<file path="config.mk">
export PLATFORM = sky130hd
export DESIGN_NAME = switch_word_assembler
export DESIGN_NICKNAME = d
export VERILOG_FILES = /design/src/rtl/switch_word_assembler_pkg.sv /design/src/rtl/switch_word_assembler_button_debounce.sv /design/src/rtl/switch_word_assembler.sv
export SDC_FILE = /design/constraint.sdc
export NUM_CORES = 1
export LEC_CHECK = 0
export ABC_AREA = 1
export BUFFER_PORTS_ARGS = -buffer_cell sky130_fd_sc_hd__buf_4
export CAP_MARGIN = 15
export CORE_AREA = 5 5 85 67
export CTS_BUF_LIST = sky130_fd_sc_hd__clkbuf_2
export CTS_CLUSTER_SIZE = 20
export DETAILED_ROUTE_END_ITERATION = 6
export DIE_AREA = 0 0 90 72
export GPL_TIMING_DRIVEN = 0
export PLACE_DENSITY = 0.79
export SETUP_SLACK_MARGIN = 0.5
export SLEW_MARGIN = 30
export SYNTH_ARGS = -nofsm -noshare
export SYNTH_HDL_FRONTEND = slang
export SYNTH_SLANG_ARGS = --single-unit
</file>
<file path="constraint.sdc">
create_clock -name clk -period 2.1 [get_ports clk]
set_input_delay 0.21 -clock clk [delete_from_list [all_inputs] [get_ports clk]]
set_output_delay 0.21 -clock clk [all_outputs]
set_load 0.01 [all_outputs]
</file>
<file path="src/rtl/switch_word_assembler_pkg.sv">
// switch_word_assembler_pkg: shared FSM encodings and debounce defaults for the switch word path
package switch_word_assembler_pkg;

    typedef enum logic {
        ST_WAIT_HI = 1'b0,
        ST_WAIT_LO = 1'b1
    } state_e;

    localparam int DEBOUNCE_SIM   = 4;
    localparam int DEBOUNCE_BOARD = 1_000_000;

endpackage

</file>
<file path="src/rtl/switch_word_assembler_button_debounce.sv">
// button_debounce: synchronizes a raw button, debounces it and emits one strobe per press
module button_debounce
    import switch_word_assembler_pkg::*;
#(
    parameter int DEBOUNCE_CYCLES = DEBOUNCE_SIM
) (
    input  logic clk,
    input  logic rst,
    input  logic btn_raw,
    output logic strobe
);

    localparam int CW = $clog2(DEBOUNCE_CYCLES);

    logic          sync1_q, sync2_q;
    logic          db_q, db_d;
    logic          prev_q;
    logic          strobe_q;
    logic [CW-1:0] cnt_q, cnt_d;

    // Any sample agreeing with the accepted level restarts the stability count
    always_comb begin
        cnt_d = '0;
        db_d  = db_q;
        if (sync2_q != db_q) begin
            if (cnt_q == CW'(DEBOUNCE_CYCLES - 1))
                db_d = ~db_q;
            else
                cnt_d = cnt_q + 1'b1;
        end
    end

    always_ff @(posedge clk) begin
        if (rst) begin
            sync1_q  <= 1'b0;
            sync2_q  <= 1'b0;
            db_q     <= 1'b0;
            cnt_q    <= '0;
            prev_q   <= 1'b0;
            strobe_q <= 1'b0;
        end else begin
            sync1_q  <= btn_raw;
            sync2_q  <= sync1_q;
            db_q     <= db_d;
            cnt_q    <= cnt_d;
            prev_q   <= db_q;
            strobe_q <= db_q & ~prev_q;
        end
    end

    assign strobe = strobe_q;

endmodule

</file>
<file path="src/rtl/switch_word_assembler.sv">
// switch_word_assembler: builds an N-bit word from two button-committed N/2-bit switch entries
module switch_word_assembler
    import switch_word_assembler_pkg::*;
#(
    parameter int N               = 32,
    parameter int DEBOUNCE_CYCLES = DEBOUNCE_SIM
) (
    input  logic           clk,
    input  logic           rst,
    input  logic [N/2-1:0] sw_data,
    input  logic           load_btn,
    input  logic           clr_btn,
    output logic [N-1:0]   word_data,
    output logic           word_valid,
    output logic           half_sel
);

    logic           load_stb, clr_stb;
    state_e         state_q, state_d;
    logic [N/2-1:0] hi_buf_q, hi_buf_d;
    logic [N-1:0]   word_q, word_d;
    logic           valid_q, valid_d;

    button_debounce #(.DEBOUNCE_CYCLES(DEBOUNCE_CYCLES)) u_load (
        .clk(clk), .rst(rst), .btn_raw(load_btn), .strobe(load_stb)
    );

    button_debounce #(.DEBOUNCE_CYCLES(DEBOUNCE_CYCLES)) u_clr (
        .clk(clk), .rst(rst), .btn_raw(clr_btn), .strobe(clr_stb)
    );

    // Clear outranks load so a simultaneous press never completes a word
    always_comb begin
        state_d  = state_q;
        hi_buf_d = hi_buf_q;
        word_d   = word_q;
        valid_d  = 1'b0;
        if (clr_stb) begin
            state_d = ST_WAIT_HI;
        end else if (load_stb) begin
            if (state_q == ST_WAIT_HI) begin
                hi_buf_d = sw_data;
                state_d  = ST_WAIT_LO;
            end else begin
                word_d  = {hi_buf_q, sw_data};
                valid_d = 1'b1;
                state_d = ST_WAIT_HI;
            end
        end
    end

    always_ff @(posedge clk) begin
        if (rst) begin
            state_q  <= ST_WAIT_HI;
            hi_buf_q <= '0;
            word_q   <= '0;
            valid_q  <= 1'b0;
        end else begin
            state_q  <= state_d;
            hi_buf_q <= hi_buf_d;
            word_q   <= word_d;
            valid_q  <= valid_d;
        end
    end

    assign word_data  = word_q;
    assign word_valid = valid_q;
    assign half_sel   = (state_q == ST_WAIT_LO);

endmodule

</file>
==> results of run 1 <==
kinds of logic (layout without fill, tap and decap cells):
logic type,Yosys count,count (layout),share of synthesized area
flip-flops,64,64,0.5072
AND/OR/NAND/NOR,203,203,0.3195
adder cells (fa/ha/maj),2,2,0.009904
buffers and inverters,79,166,0.1238
AO/OA/AOI/OAI,20,20,0.03963
metrics by stage:
| stage | util | setup WS, ps | instance area, um^2 |
|---|---|---|---|
| 3_3_place_gp | 0.6298 | 955.6 | 2999 |
| 3_5_place_dp | 0.6298 | 943.6 | 2999 |
| 4_1_cts | 0.6952 | 720.6 | 3311 |
| 6_report | 0.6952 | 765.8 | 3311 |
| 2_1_floorplan | - | 1068 | 2526 |
| 5_1_grt | 0.6952 | 680.0 | 3311 |
final timing paths:
kind            startpoint             to  cells after the start
max               half_sel       half_sel                      1
min                    rst     word_valid                      4
max reg2reg  u_load.strobe   hi_buf_q[15]                      5
min reg2reg  u_load.prev_q  u_load.strobe                      1
repair_timing:
item | 4_1_cts | 5_1_grt
endpoints found under the hold margin | 18 | 0
hold buffers | 18 | 0
setup buffers | 0 | 0
report_power, final:
part	internal (uW)	switching [uW]	total, uW
Sequential	1220	1.98	1220
Clock	385	448	833
Combinational	56.5	53.4	110
synth_stat cells, drive strengths merged:
| master | instances | share of area |
|---|---|---|
| a21oi | 18 | 0.036 |
| buf | 12 | 0.024 |
| clkbuf | 7 | 0.010 |
| clkinv | 1 | 0.0015 |
| dfxtp | 64 | 0.51 |
| ha | 2 | 0.0099 |
| inv | 59 | 0.088 |
| nand2 | 86 | 0.13 |
| nand3 | 19 | 0.043 |
| nor2 | 95 | 0.14 |
| nor3 | 2 | 0.0040 |
| nor3b | 1 | 0.0030 |
| o21ai | 2 | 0.0040 |
metal layers:
layer	global-route usage	share of wire
met4	0.05950	0.012
met1	0.2280	0.44
met3	0.06632	0.087
met5	0	0
met2	0.3117	0.46
flip-flops by register name (all words and copies together) (netlist names):
name            flops
half_sel            1
hi_buf_q           16
u_clr.cnt_q         2
u_clr.db_q          1
u_clr.prev_q        1
u_clr.strobe        1
u_clr.sync1_q       1
u_clr.sync2_q       1
u_load.cnt_q        2
u_load.db_q         1
u_load.prev_q       1
u_load.strobe       1
u_load.sync1_q      1
u_load.sync2_q      1
word_data          32
word_valid          1
layout by cell type, fill, tap and decap left out, drive strengths merged:
cell and n:
a21oi 18, buf 65, bufinv 2, clkbuf 16
clkinv 6, dfxtp 64, dlygate4sd3 18, ha 2
inv 59, nand2 86, nand3 19, nor2 95
nor3 2, nor3b 1, o21ai 2
final cells by class:
class,count,area (um^2)
timing repair buffer,71,578.1
tap,60,75.07
fill,422,1451
buffer,19,87.58
clock buffer,9,45.04
clock inverter,7,86.33
sequential,64,1281
multi-input combinational,225,932.1
inverter,60,225.2
==> results.toml, run 1 <==
[global_route]
gr-usage-all-layers = 0.1867
grt_max_degree = 12
wire_length_of_the_first_global_routing_pass_um = 9956
vias_in_the_first_global_route = 2282
grt_antenna_before_repair = 0
global_route.overflow_total = 0

[min_path]
worstHoldPathType = "in2reg"

[floorplan]
chipWidth_um = 90
die_h_um = 72
placement_rows = 22
floorplan.core_area_mm2 = 0.004762
starting_utilization_of_the_core_area = 0.5305
ports = 54
die_ar_mm2 = 0.006480

[timing]
holdWs_ps = 154.1
hold_fails_final_rpt = 0
unrepaired_setup_endpoints_after_global_routing = "false"
min_period_over_period = 0.6353
final_setup_violation_count = 0
setup_total_negative_slack_ps = 0
period_minus_slack_ps = 1334
worst-slew-pin-transition_ps = 435.6
maxSlewHeadroom = 0.7096
drv_slew = 0
clk_skew_ps = 21.56
clock.fmax_mhz = 749.5

[power_and_ir_drop]
totalPowerFinal_uw = 2165
power_density_mw_per_mm2 = 654.0
power.leakage_uw = 0.001787
power.ir.vdd_worst_mv = 0.4873

[route]
vias = 2404
drt_pre_antenna_iters = 4
drc = 0
detail_route.iter0.violations = 192
wl_um = 5930
routed_wire_length_per_instance_um = 11.51
drt.antenna.violating_nets = 0
routed_via_density = 4.668

[clocking]
post_cts_resize_count = 0
cts_root_buffer = "clkbuf_2"
clock_sinks = 64
cts_buffer_count = 9
tritoncts = "done"
clk_pin_slew_ps = 160
clock_latency_ps = 500
h_tree_lvl_count = 3
max-clock-path-buffers = 2

[critical_path]
cp-start-kind = "flip-flop"
critPathTopFamily = "flip-flops"
worstPathRequired_ps = 1890
setup.worst_path.end_class = "output pin"
reg2reg_slack_ps = 930
critical_path_buf_inv_count = 1
critical_path.slowest_cell = "dfxtp_1"
type_of_the_worst_setup_path = "reg2out"
crit_path_cell_trace = "buf_4"
critical_path.max_fanout = 5
cp.arrival_ps = 1120
critPathMaxStageDelay_ps = 480

[cells_and_area]
antenna_cells_inserted = 0
fin_nets = 472
area_delta_synth_final_pct = 31.06
post_route_cells_drive_above_1_share = 0.1758
finalNonFillerCells = 515

[place]
io_buffers = 53
hpwlAfterDp_um = 4171
place.gp.congestion = 0.8303
dpl.cell_count = 481

[run]
drv.max_cap_violation_count = 0

[status]
outcome = "finished, final reports clean"

[synth]
synth_cell_type_count = 17
synthesis.instances = 368
yosysSeqAreaShare = 0.5072
synth.net_count = 390
synth-warning-count = 0
syn-mean-instance-area_um2 = 6.865
syn_area_mm2 = 0.002526
synth_seq_cells = 64
Note: power is estimated with default switching activity, not from simulation.
==> inputs of run 2 (changes only) <==
- ABC_AREA: 1 -> 0
- CORE_AREA: 5 5 85 67 -> 5 5 87 69
- DIE_AREA: 0 0 90 72 -> 0 0 92 74
- PLACE_DENSITY: 0.79 -> 0.76
- clock period: 2.1 -> 1.13 ns (I/O delays scaled with it)
==> results.toml, run 2 <==
[min_path]
worstHoldPathType = "in2reg"

[clocking]
cts_root_buffer = "clkbuf_2"
tritoncts = "done"
h_tree_lvl_count = 3
clock_sinks = 64
hold_buffers = 18
max-clock-path-buffers = 2
clock_latency_ps = 490
clk_pin_slew_ps = 160
cts_buffer_count = 9

[timing]
min_period_over_period = 1.031
final_setup_violation_count = 12
clk_skew_ps = 12.66
maxSlewHeadroom = 0.6796
hold_fails_final_rpt = 2
drv_slew = 0
clock.fmax_mhz = 858.2
timing.final.ws_setup_ps = -35.23
holdWs_ps = -58.91
unrepaired_setup_endpoints_after_global_routing = "true"
period_minus_slack_ps = 1165
worst-slew-pin-transition_ps = 480.6
setup_total_negative_slack_ps = -185.4

[cells_and_area]
layout.cells.most_common = "nand2b_1"
n_fill_cell = 383
area.sequential_mm2 = 0.001345
fin_nets = 335
total_area_of_multi_input_combinational_cells_mm2 = 0.001202
post_route_cells_drive_above_1_share = 0.4715
number_of_flip_flops_under_the_largest_register_name = 32
most-common-layout-cells = "nand2b_1 (64), mux2i_1 (48), buf_6 (43)"
post_route_core_utilization = 0.7103
final_design_area_no_fill_mm2 = 0.003638
antenna_cells_inserted = 0
finalNonFillerCells = 378
area_delta_synth_final_pct = 49.51

[power_and_ir_drop]
intPower_uw = 2680
power.net_switching_uw = 835.3
power_density_mw_per_mm2 = 966.0
share_comb_of_total_power = 0.064
p_sw_frac = 0.2376
power.ir.vdd_worst_mv = 0.5349
clkPwrFrac = 0.292
share_seq_of_total_power = 0.643
power.leakage_uw = 0.001567

[synth]
yosysTopAreaCellShare = 0.5265
synth-warning-count = 0
syn_area_mm2 = 0.002434
ys_async_sr_fraction = 0
yosysSeqAreaShare = 0.5265
syn-mean-instance-area_um2 = 11.27
synth_cell_type_count = 17
synth_seq_cells = 64
synthesis.instances = 216
synth.net_count = 238
ys_dominant_reg_cell = "dfxtp_1"
synth_common_cells = "dfxtp_1 (64), nand2b_1 (64), mux2i_1 (50), nor2b_1 (8), clkbuf_1 (7)"
yosys-top-cells-area = "dfxtp_1 (53%), mux2i_1 (21%), nand2b_1 (16%)"
synth_top_area_cell = "dfxtp_1"
synth_edf_count = 0

[run]
drv.max_cap_violation_count = 0

[route]
routed_wire_length_per_instance_um = 15.04
vias = 1835
drc = 0
drt_pre_antenna_iters = 4
wl_um = 5684
drt.antenna.violating_nets = 0
detail_route.iter0.violations = 67
routed_via_density = 4.854

[floorplan]
die_h_um = 74
floorplan.core_area_mm2 = 0.005122
starting_utilization_of_the_core_area = 0.4751
chipWidth_um = 92
die_ar_mm2 = 0.006808
ports = 54
placement_rows = 23

[global_route]
vias_in_the_first_global_route = 1860
grt_max_degree = 11
grt_antenna_before_repair = 0
global_route.overflow_total = 0
wire_length_of_the_first_global_routing_pass_um = 8983
gr-usage-all-layers = 0.1759

[place]
io_buffers = 52
dpl.cell_count = 330
post_place_setup_slack_ps = -7.077
detailed_place.area_mm2 = 0.002960
hpwlAfterDp_um = 3519
place.gp.congestion = 0.7069

[critical_path]
cp-start-kind = "flip-flop"
setup.worst_path.end_class = "flip-flop"
worst-r2r-cell-count = 3
critical_path.max_fanout = 10
critPathCapture = "hi_buf_q[15]"
reg2reg_slack_ps = -40
critical_path_cell_count = 3
critPathTopFamily = "flip-flops"
crit-reg2reg-launch = "u_load.strobe"
critPathMaxStageDelay_ps = 400
worstSetupStartpoint = "u_load.strobe"
critical_path.slowest_cell = "dfxtp_4"
worstPathRequired_ps = 1560
critical_path_buf_inv_count = 1
worst_r2r_endpoint = "hi_buf_q[15]"
type_of_the_worst_setup_path = "reg2reg"
crit_path_cell_trace = "nor3b_2 > buf_6 > mux2i_1"
cp.arrival_ps = 1590

[status]
outcome = "finished, violations left"
violations = "hold timing, setup timing"
## run 2: how the worst min path moves through the flow
stage | startpoint | end | slack (ps) | depth (start not counted)
after floorplan | clr_btn | u_clr.sync1_q | 240 | 1
after global placement | load_btn | u_load.sync1_q | 320 | 2
after detailed placement | clr_btn | u_clr.sync1_q | 330 | 2
after CTS | rst | u_clr.prev_q | -100 | 2
after global routing | rst | u_clr.prev_q | -90 | 2
final | rst | u_load.prev_q | -60 | 2
## run 2: final cells by class
type	instances	share of cell area
plain buffers	13	0.02545
clock buffers	12	0.01651
clock inverters	2	0.002407
multi-input cells	139	0.3305
flip-flops and latches	64	0.3697
well taps	62	0.02132
repair buffers	86	0.2342
## run 2: what timing repair did
action / in CTS / in global routing
setup endpoints to repair: 92 / 92
pin swaps: 4 / 5
buffers inserted: 5 / 8
cloned: 3 / 0
endpoints found under the hold margin: 36 / 2
resized for setup: 92 / 10
## run 2: cells by family after synthesis
family        count (synthesis)  synth area share
simple gates                 84            0.2195
flops                        64            0.5265
mux                          50            0.2057
buf+inv                      13           0.02725
xor+xnor                      3           0.01080
fa+ha+maj                     2           0.01028
## run 2: layer usage
layer / global-route usage / up-vias / routed length [um]
li1: - / 909 / -
met1: 0.1995 / 867 / 2500
met2: 0.2953 / 48 / 2741
met3: 0.08595 / 11 / 369
met4: 0.05931 / 0 / 73
met5: 0 / - / 0
## run 2: power groups by stage
stage                     Sequential (uW)  Clock, uW  Combinational [uW]
after floorplan                      2320          0                86.7
after global placement               2320          0                 159
after detailed placement             2320          0                 161
after CTS                            2270       1050                 218
after global routing                 2260       1160                 246
final                                2260       1030                 226
## run 2: metrics by stage
step / hold WS (ps) / total power (uW)
floorplan: 241.2 / 2406
global placement: 324.9 / 2479
detailed placement: 327.1 / 2481
CTS: -98.96 / 3537
global route: -92.13 / 3672
finish: -58.91 / 3515
